File: src/rtl/nrzi_rx_deserializer.sv
// Purpose: USB NRZI decode, bit-unstuffing with stuff-error detect, LSB-first deserialise to DATA_WIDTH words.
// Latency: d_orig/rx_data/byte_ready/stuff_err/sync_found are registered, 1 clk after the sampling edge.
// Backpressure: none; samples arrive on shift_enable strobes, and every output pulse lasts one cycle.
// Optional build macro NRZI_RX_SYNC_DETECT_EN adds a HUNT/RECV framer that waits for the SYNC pattern.
module nrzi_rx_deserializer #(
    parameter int DATA_WIDTH  = 8,
    parameter int STUFF_LIMIT = 6
) (
    input  logic                  clk,
    input  logic                  n_rst,
    input  logic                  d_plus,
    input  logic                  shift_enable,
    input  logic                  eop,
    output logic                  d_orig,
    output logic [DATA_WIDTH-1:0] rx_data,
    output logic                  byte_ready,
    output logic                  stuff_err,
    output logic                  sync_found
);

    localparam int              CW       = $clog2(DATA_WIDTH);
    localparam logic [CW-1:0]   LAST_BIT = CW'(DATA_WIDTH - 1);
    localparam logic [CW-1:0]   CNT_ONE  = CW'(1);
    localparam logic [3:0]      LIMIT    = 4'(STUFF_LIMIT);

    logic                  last_d_plus;
    logic [3:0]            ones_cnt;
    logic [CW-1:0]         bit_cnt;
    logic [DATA_WIDTH-1:0] sr;
    logic [DATA_WIDTH-1:0] sr_next;
    logic                  sample;
    logic                  b;
    logic                  recv;
    logic                  data_sample;
    logic                  at_limit;
    logic                  sync_hit;

    // A sample point only counts when the line is not in end-of-packet.
    assign sample  = shift_enable & ~eop;
    // NRZI: no transition means a 1, a transition means a 0.
    assign b       = (d_plus == last_d_plus);
    assign at_limit = (ones_cnt == LIMIT);
    // New bit enters at the MSB so the first bit of a word ends up at bit 0.
    assign sr_next = {b, sr[DATA_WIDTH-1:1]};
    assign data_sample = sample & recv;

`ifdef NRZI_RX_SYNC_DETECT_EN
    typedef enum logic {HUNT, RECV} state_t;

    state_t     state;
    logic [7:0] window;
    logic [7:0] window_next;

    // Raw decoded bits (no unstuffing) slide through the window, newest at the MSB.
    assign window_next = {b, window[7:1]};
    // Seven 0s then a 1, received LSB-first, reads back as 8'h80.
    assign sync_hit    = sample & (state == HUNT) & (window_next == 8'h80);
    assign recv        = (state == RECV);

    // Framer: hunt for SYNC, then hand samples to the deserialiser until eop.
    // The window restarts as all-ones so fewer than eight bits can never match.
    always_ff @(posedge clk or negedge n_rst) begin
        if (!n_rst) begin
            state      <= HUNT;
            window     <= 8'hFF;
            sync_found <= 1'b0;
        end else begin
            sync_found <= sync_hit;
            if (eop) begin
                state  <= HUNT;
                window <= 8'hFF;
            end else if (sync_hit) begin
                state  <= RECV;
                window <= 8'hFF;
            end else if (sample && state == HUNT) begin
                window <= window_next;
            end
        end
    end
`else
    // Without the framer every sample after reset/eop is payload.
    assign recv       = 1'b1;
    assign sync_hit   = 1'b0;
    assign sync_found = 1'b0;
`endif

    // NRZI decode state: remembers the previous line level and the last decoded bit.
    always_ff @(posedge clk or negedge n_rst) begin
        if (!n_rst) begin
            last_d_plus <= 1'b1;
            d_orig      <= 1'b1;
        end else if (eop) begin
            last_d_plus <= 1'b1;
            d_orig      <= 1'b1;
        end else if (sample) begin
            last_d_plus <= d_plus;
            d_orig      <= b;
        end
    end

    // Unstuffing and word assembly; rx_data holds across eop, pulses last one cycle.
    always_ff @(posedge clk or negedge n_rst) begin
        if (!n_rst) begin
            ones_cnt   <= 4'd0;
            bit_cnt    <= '0;
            sr         <= '0;
            rx_data    <= '0;
            byte_ready <= 1'b0;
            stuff_err  <= 1'b0;
        end else begin
            byte_ready <= 1'b0;
            stuff_err  <= 1'b0;
            if (eop || sync_hit) begin
                // Packet boundary or fresh framing: drop any partial word.
                ones_cnt <= 4'd0;
                bit_cnt  <= '0;
                sr       <= '0;
            end else if (data_sample) begin
                if (at_limit) begin
                    // After a full run of 1s the next bit must be a stuffed 0.
                    ones_cnt <= 4'd0;
                    if (b) begin
                        stuff_err <= 1'b1;
                        bit_cnt   <= '0;
                        sr        <= '0;
                    end
                end else begin
                    ones_cnt <= b ? (ones_cnt + 4'd1) : 4'd0;
                    sr       <= sr_next;
                    if (bit_cnt == LAST_BIT) begin
                        rx_data    <= sr_next;
                        byte_ready <= 1'b1;
                        bit_cnt    <= '0;
                    end else begin
                        bit_cnt <= bit_cnt + CNT_ONE;
                    end
                end
            end
        end
    end

endmodule

File: config.mk
export PLATFORM = sky130hd
export DESIGN_NAME = nrzi_rx_deserializer
export DESIGN_NICKNAME = d
export VERILOG_FILES = /design/src/rtl/nrzi_rx_deserializer.sv
export SDC_FILE = /design/constraint.sdc
export NUM_CORES = 1
export LEC_CHECK = 0
export ABC_CLOCK_PERIOD_IN_PS = 2190
export CAP_MARGIN = 15
export CELL_PAD_IN_SITES_DETAIL_PLACEMENT = 2
export CELL_PAD_IN_SITES_GLOBAL_PLACEMENT = 2
export CORE_UTILIZATION = 39
export DETAILED_ROUTE_END_ITERATION = 7
export PLACE_DENSITY = 0.94
export SLEW_MARGIN = 20
export SYNTH_ARGS = -nofsm -noshare
export SYNTH_HDL_FRONTEND = slang
export SYNTH_SLANG_ARGS = --single-unit
File: constraint.sdc
create_clock -name clk -period 2.19 [get_ports clk]
set_input_delay 0.438 -clock clk [delete_from_list [all_inputs] [get_ports clk]]
set_output_delay 0.438 -clock clk [all_outputs]
set_load 0.005 [all_outputs]
After elaboration in Yosys (flattened, before gate mapping) --
Cells that the tools add are included.
Storage, ports and cells: register bits after elaboration 27, input port bits 5, output and inout bits 12
Operators by class: add/sub/neg operators 2, equality and inequality tests 4, muxes and demuxes 25, bitwise logic cells 3, reduce and logical (&&, ||, !) cells 3
Operators by type and width (number):
- $mux W8 | 4
- $mux W4 | 4
- $mux W3 | 5
- $mux W1 | 12
- $add A4 B1 Y4 const B | 1
- $eq A4 B3 Y1 const B | 1
- $reduce_and A4 Y1 | 1
- $add A3 B1 Y3 const B | 1
- $eq A3 B3 Y1 const B | 1
- $ne A3 B3 Y1 const B | 1
- $not A1 Y1 | 2
- $reduce_and A2 Y1 | 1
- $reduce_bool A2 Y1 | 1
- $and A1 B1 Y1 | 1
- $eq A1 B1 Y1 | 1

Logic depth before layout (Yosys ltp) --
Gate-level depths: netlist of the first run.
depth after elaboration 5, gate-level depth with buffers 6

Worst setup path before layout of the first run --
OpenSTA, ideal clock, no wires.
path kind reg-to-reg, start point register ones_cnt[0], end point register rx_data[0], arrival time 1.379 ns, slack 0.686 ns, cell stages (with the launch flop) 7, period minus slack after synthesis 1.504 ns, cells stage by stage dfrtp_1 -> inv_1 -> ha_1 -> nand3b_4 -> and4b_1 -> buf_6 -> mux2_4
Between the ends: cells in the longest elaborated chain, start to end 3
Ends and longest elaborated chain:
- start, declared | line 27 | logic [3:0] ones_cnt;
- start signal, assigned | line 128 | ones_cnt <= b ? (ones_cnt + 4'd1) : 4'd0;
- $eq A4 B3 Y1 | line 42 | assign at_limit = (ones_cnt == LIMIT);
- $not A1 Y1 (no source line)
- $reduce_and A4 Y1 (no source line)
- end signal, assigned | line 131 | rx_data <= sr_next;
- end, declared | line 15 | output logic [DATA_WIDTH-1:0] rx_data,
Every way passes these cells. A chain may end at the register's enable or synchronous reset.

Worst setup path in the final report of the first run --
start point register d_orig, end point output d_orig
RTL lines:
- start, declared | line 14 | output logic d_orig,
- start signal, assigned | line 91 | d_orig <= 1'b1;
- start signal, assigned | line 94 | d_orig <= 1'b1;
- start signal, assigned | line 97 | d_orig <= b;
No word-level cell between the ends.

==> impl_metrics.py, run 1 <==
metrics = {
    "synthesis": {
        "synth_area_leaders": "dfrtp_1 (51%), mux2_4 (10%), a22o_1 (6.7%), dfstp_2 (4.5%), ha_1 (4.3%)",
        "synth_ff_type": "dfrtp_1",
        "synth_common_cells": "dfrtp_1 (24), a22o_1 (9), mux2_4 (8)",
        "synth_edf_count": 0,
        "synth_area_per_cell_sq_um": 13.7,
        "netlist_area_sq_um": 1180,
        "netlist_instances": 86,
        "synthArstFlopShare_pct": 100,
        "yosysMostFrequentCell": "dfrtp_1",
        "synth_seq_area_share_pct": 55.5,
        "yosys_warnings": 0,
        "yosysTopAreaCell": "dfrtp_1",
        "ys_types": 29,
        "syn_nets": 95,
        "synth.top_cell.area_share_pct": 51.1,
        "synth-seq-cells": 26,
    },
    "grt": {
        "grt_max_degree": 27,
        "grt_first_pass_wirelength_mm": 4.64,
        "overflow": 0,
        "first_global_vias": 841,
        "antenna_found_initial": 0,
        "track_usage_pct": 20.0,
    },
    "critical_path": {
        "crit_buf_inv": 1,
        "crit_path_top_delay_cell": "dfstp_2",
        "r2r-start": "ones_cnt[0]",
        "required_ns": 1.75,
        "critPathKind": "flip-flop to output pin",
        "r2r_cells": 6,
        "r2r_slack_ns": 0.48,
        "rr_endpoint": "rx_data[7]",
        "cp_cell_sequence": "clkdlybuf4s50_1",
        "crit_arrival_ns": 1.37,
        "critPathLaunchType": "flip-flop",
        "path_max_fanout": 2,
        "crit_family": "flip-flops",
        "end_kind": "output pin",
        "max_stage_delay_ns": 0.55,
    },
    "sta": {
        "slew_violations": 0,
        "finalSetupViolations": 0,
        "finClkSkew_ns": 0.0123,
        "hold_ws_ns": 0.441,
        "rsz0062_at_grt": "false",
        "final-hold-violation-count": 0,
        "timing.final.crit_share_pct": 82.4,
        "setup_tns_ns": 0,
        "fmax_mhz": 554,
        "fin_crit_ns": 1.80,
    },
    "cts": {
        "root_buffer": "clkbuf_4",
        "cts.repair.resized": 0,
        "ctsHoldBuffers": 0,
        "cts_setup_buffers": 0,
        "cts_buffers": 3,
        "cts.sinks": 26,
        "clock_latency_ns": 0.33,
        "htree_levels": 1,
        "cts_tree": "built",
        "path_clk_slew_ns": 0.15,
        "cts_buffer_depth": 2,
    },
    "die": {
        "io_pins": 17,
        "fp.coreArea_sq_um": 2810,
        "die_y_um": 56.9,
        "initial_core_util_pct": 41.9,
        "die_area_sq_um": 3240,
        "die_x_um": 56.9,
        "rows": 19,
    },
    "place": {
        "port_buffers": 15,
        "dp_cells": 131,
        "place.gp.congestion": 0.714,
        "dpl.hpwl_mm": 2.00,
    },
    "layout": {
        "multiInputGateArea_sq_um": 482,
        "stdcell_count": 135,
        "fin_nets": 114,
        "seq_area_sq_um": 653,
        "num_antenna_cells": 0,
        "area_delta_synth_final_pct": 20.5,
        "drive_gt1_share_pct": 21.2,
        "nFillCells": 269,
    },
    "detailed_routing": {
        "drt_iter0_drc": 32,
        "routed_wirelength_mm": 2.74,
        "drtAntennaViolNets": 0,
        "wl_per_cell_um": 20.3,
        "vias": 738,
        "post-route-drc-count": 4,
        "drt_first_pass_iters": 6,
        "vias_per_cell": 5.47,
    },
    "worst_hold_path": {
        "min_path_type": "input pin to async pin",
    },
    "job": {
        "maxCapViolCount": 0,
    },
    "status": {
        "status": "complete, but fails checks",
        "violations": "design-rule violations",
    },
    "power_and_ir_drop": {
        "p_per_area_nw_per_um2": 645,
        "vdd_drop_max_mv": 0.254,
        "leakage_nw": 0.694,
    },
}
==> placed cells by master, fill, tap and decap left out, types with 2 or more instances in the layout <==
master,count
dfrtp_1,24
clkdlybuf4s50_1,15
a22o_1,9
mux2_4,8
nor2b_1,5
ha_1,4
buf_4,4
inv_1,3
o22ai_1,3
a211o_1,3
clkbuf_4,3
nand2_1,2
nor2_1,2
nand3_1,2
dfstp_2,2
==> where the power goes <==
group	switching [mW]	total (mW)	internal, mW
Sequential	0.0101	0.503	0.493
Combinational	0.0446	0.0766	0.0319
Clock	0.149	0.335	0.185
Total	0.204	0.914	0.710
==> final cells by class <==
| class | count | area share (%) |
|---|---|---|
| Multi-Input combinational cell | 52 | 34.0 |
| Clock inverter | 1 | 2.12 |
| Timing Repair Buffer | 19 | 12.7 |
| Tap cell | 31 | 2.74 |
| Clock buffer | 3 | 1.59 |
| Inverter | 3 | 0.794 |
| Sequential cell | 26 | 46.1 |
==> logic make-up (layout without fill, tap and decap cells) <==
family / Yosys count / after routing / share of synthesized area [%]
compound gates: 19 / 19 / 13.0
xor+xnor: 1 / 1 / 1.38
fa+ha+maj: 4 / 4 / 4.26
buf+inv: 8 / 26 / 3.51
flops: 26 / 26 / 55.5
mux: 8 / 8 / 10.2
other cells: 1 / 1 / 0.319
simple gates: 19 / 19 / 11.8
==> registers in the layout, summed over array words and instances (netlist names) <==
register,flops
stuff_err,1
byte_ready,1
bit_cnt,3
ones_cnt,4
rx_data,8
last_d_plus,1
d_orig,1
sr,7
==> stage by stage <==
step           power, mW  cell area, sq um  setup slack, ns  utilization, %
6_report           0.914              1420            0.386            50.5
5_1_grt            0.954              1420            0.329            50.5
4_1_cts            0.926              1420            0.364            50.5
3_5_place_dp       0.589              1370            0.145            48.7
3_3_place_gp       0.579              1370            0.333            48.7
2_1_floorplan      0.549              1180            0.686               -
==> worst max-delay path by stage <==
stage               cells past startpoint         from           to
floorplan                               6  ones_cnt[0]   rx_data[0]
global placement                        5       d_plus  ones_cnt[0]
detailed placement                      5       d_plus  ones_cnt[0]
CTS                                     1       d_orig       d_orig
global route                            1       d_orig       d_orig
finish                                  1       d_orig       d_orig
==> routing by layer <==
metal	part of all wire, %	track usage (%)
met5	0	0
met2	54	35.8
met4	1.4	7.32
met1	43	23.9
met3	2.3	3.46
Note: power is estimated with default switching activity, not from simulation.
==> inputs of run 2 (changes only) <==
Settings changed: ABC_CLOCK_PERIOD_IN_PS 2190 to 1900, CORE_UTILIZATION 39 to 36, PLACE_DENSITY 0.94 to 0.88.
Clock period 2.19 ns to 1.9 ns, I/O delays scaled along.
==> impl_metrics.py, run 2 (synthesis results as in run 1) <==
metrics = {
    "layout": {
        "num_antenna_cells": 0,
        "multiInputGateArea_sq_um": 482,
        "final_util_pct": 47.2,
        "fin_nets": 115,
        "final_cell_mix": "dfrtp_1 (24), clkdlybuf4s50_1 (15), a22o_1 (9)",
        "final_common_cell": "dfrtp_1",
        "nFillCells": 305,
        "area_delta_synth_final_pct": 23.6,
        "top_regs": "rx_data (8), sr (7), ones_cnt (4)",
        "drive_gt1_share_pct": 21.9,
        "regMostFlops": "rx_data",
        "largest_reg_flops": 8,
        "seq_area_sq_um": 653,
    },
    "detailed_routing": {
        "post-route-drc-count": 0,
        "routed_wirelength_mm": 2.52,
        "drtAntennaViolNets": 0,
        "drt_first_pass_iters": 4,
        "drt_iter0_drc": 12,
        "vias": 757,
        "wl_per_cell_um": 16.9,
        "vias_per_cell": 5.08,
    },
    "sta": {
        "setup_tns_ns": 0,
        "finClkSkew_ns": 0.0112,
        "slew_violations": 0,
        "finalSetupViolations": 0,
        "fmax_mhz": 577,
        "rsz0062_at_grt": "false",
        "fin_crit_ns": 1.73,
        "timing.final.crit_share_pct": 91.2,
        "final-hold-violation-count": 0,
    },
    "die": {
        "fp.coreArea_sq_um": 3080,
        "io_pins": 17,
        "die_area_sq_um": 3500,
        "die_x_um": 59.2,
        "die_y_um": 59.2,
        "initial_core_util_pct": 38.2,
        "rows": 20,
    },
    "place": {
        "dpl.hpwl_mm": 1.72,
        "place.gp.congestion": 0.734,
        "port_buffers": 15,
    },
    "cts": {
        "cts.sinks": 26,
        "ctsHoldBuffers": 0,
        "root_buffer": "clkbuf_4",
        "cts_setup_buffers": 0,
        "cts.repair.resized": 0,
        "cts_tree": "built",
        "clock_latency_ns": 0.33,
        "path_clk_slew_ns": 0.15,
        "cts_buffers": 3,
        "htree_levels": 1,
        "cts_buffer_depth": 2,
    },
    "critical_path": {
        "crit_path_top_delay_cell": "dfstp_2",
        "r2r_slack_ns": 0.20,
        "max_stage_delay_ns": 0.55,
        "critPathLaunchType": "flip-flop",
        "cp_cell_sequence": "clkdlybuf4s50_1",
        "required_ns": 1.52,
        "end_kind": "output pin",
        "crit_buf_inv": 1,
        "critPathKind": "flip-flop to output pin",
        "crit_arrival_ns": 1.35,
        "path_max_fanout": 2,
        "crit_family": "flip-flops",
    },
    "grt": {
        "first_global_vias": 814,
        "track_usage_pct": 16.8,
        "grt_first_pass_wirelength_mm": 4.24,
        "overflow": 0,
        "grt_max_degree": 27,
        "antenna_found_initial": 0,
    },
    "power_and_ir_drop": {
        "p_per_area_nw_per_um2": 721,
        "vdd_drop_max_mv": 0.346,
        "leakage_nw": 0.701,
    },
    "status": {
        "status": "complete, no violations",
    },
    "job": {
        "maxCapViolCount": 0,
    },
    "worst_hold_path": {
        "min_path_type": "input pin to async pin",
    },
}
run 2: cell count changes in the layout (fill, tap and decap cells not counted):
cell / change
buf_12: +1
run 2: final cells by class:
class,instances,area share [%]
sequential,26,44.9
clock buffer,3,1.55
clock inverter,1,2.07
timing repair buffer,20,13.8
multi-input combinational,52,33.1
tap,44,3.79
inverter,3,0.775
run 2: power breakdown:
| group | internal [mW] | total, mW | switching, mW |
|---|---|---|---|
| clock network | 0.213 | 0.381 | 0.167 |
| registers | 0.568 | 0.579 | 0.0109 |
| logic | 0.0378 | 0.0876 | 0.0498 |
| total | 0.820 | 1.05 | 0.228 |
run 2: layer usage:
metal  track usage, %  wire, um  vias to the layer above
li1                 -         -                      342
met3             1.75        50                        6
met4             7.82        45                        0
met1             23.7      1230                      393
met5                0         0                        -
met2             26.0      1200                       16
run 2: stage by stage:
stage / hold WS [ns] / setup WS [ns] / total power [mW] / std cells / instance area [sq um]
after global routing: 0.430 / 0.0979 / 1.09 / 149 / 1450
after CTS: 0.412 / 0.150 / 1.06 / 149 / 1450
after detailed placement: 0.496 / 0.0170 / 0.676 / 145 / 1400
after floorplan: 0.0844 / 0.396 / 0.632 / 86 / 1180
final: 0.398 / 0.167 / 1.05 / 149 / 1450
after global placement: 0.488 / 0.0872 / 0.669 / 145 / 1400
run 2: worst paths after layout:
kind	to	depth (start not counted)	start
min reg2reg	rx_data[4]	1	rx_data[4]
min in group clk	rx_data[4]	1	rx_data[4]
min	rx_data[4]	2	n_rst
max in group asynchronous	d_orig	2	n_rst
max	d_orig	1	d_orig
max reg2reg	rx_data[6]	6	ones_cnt[0]
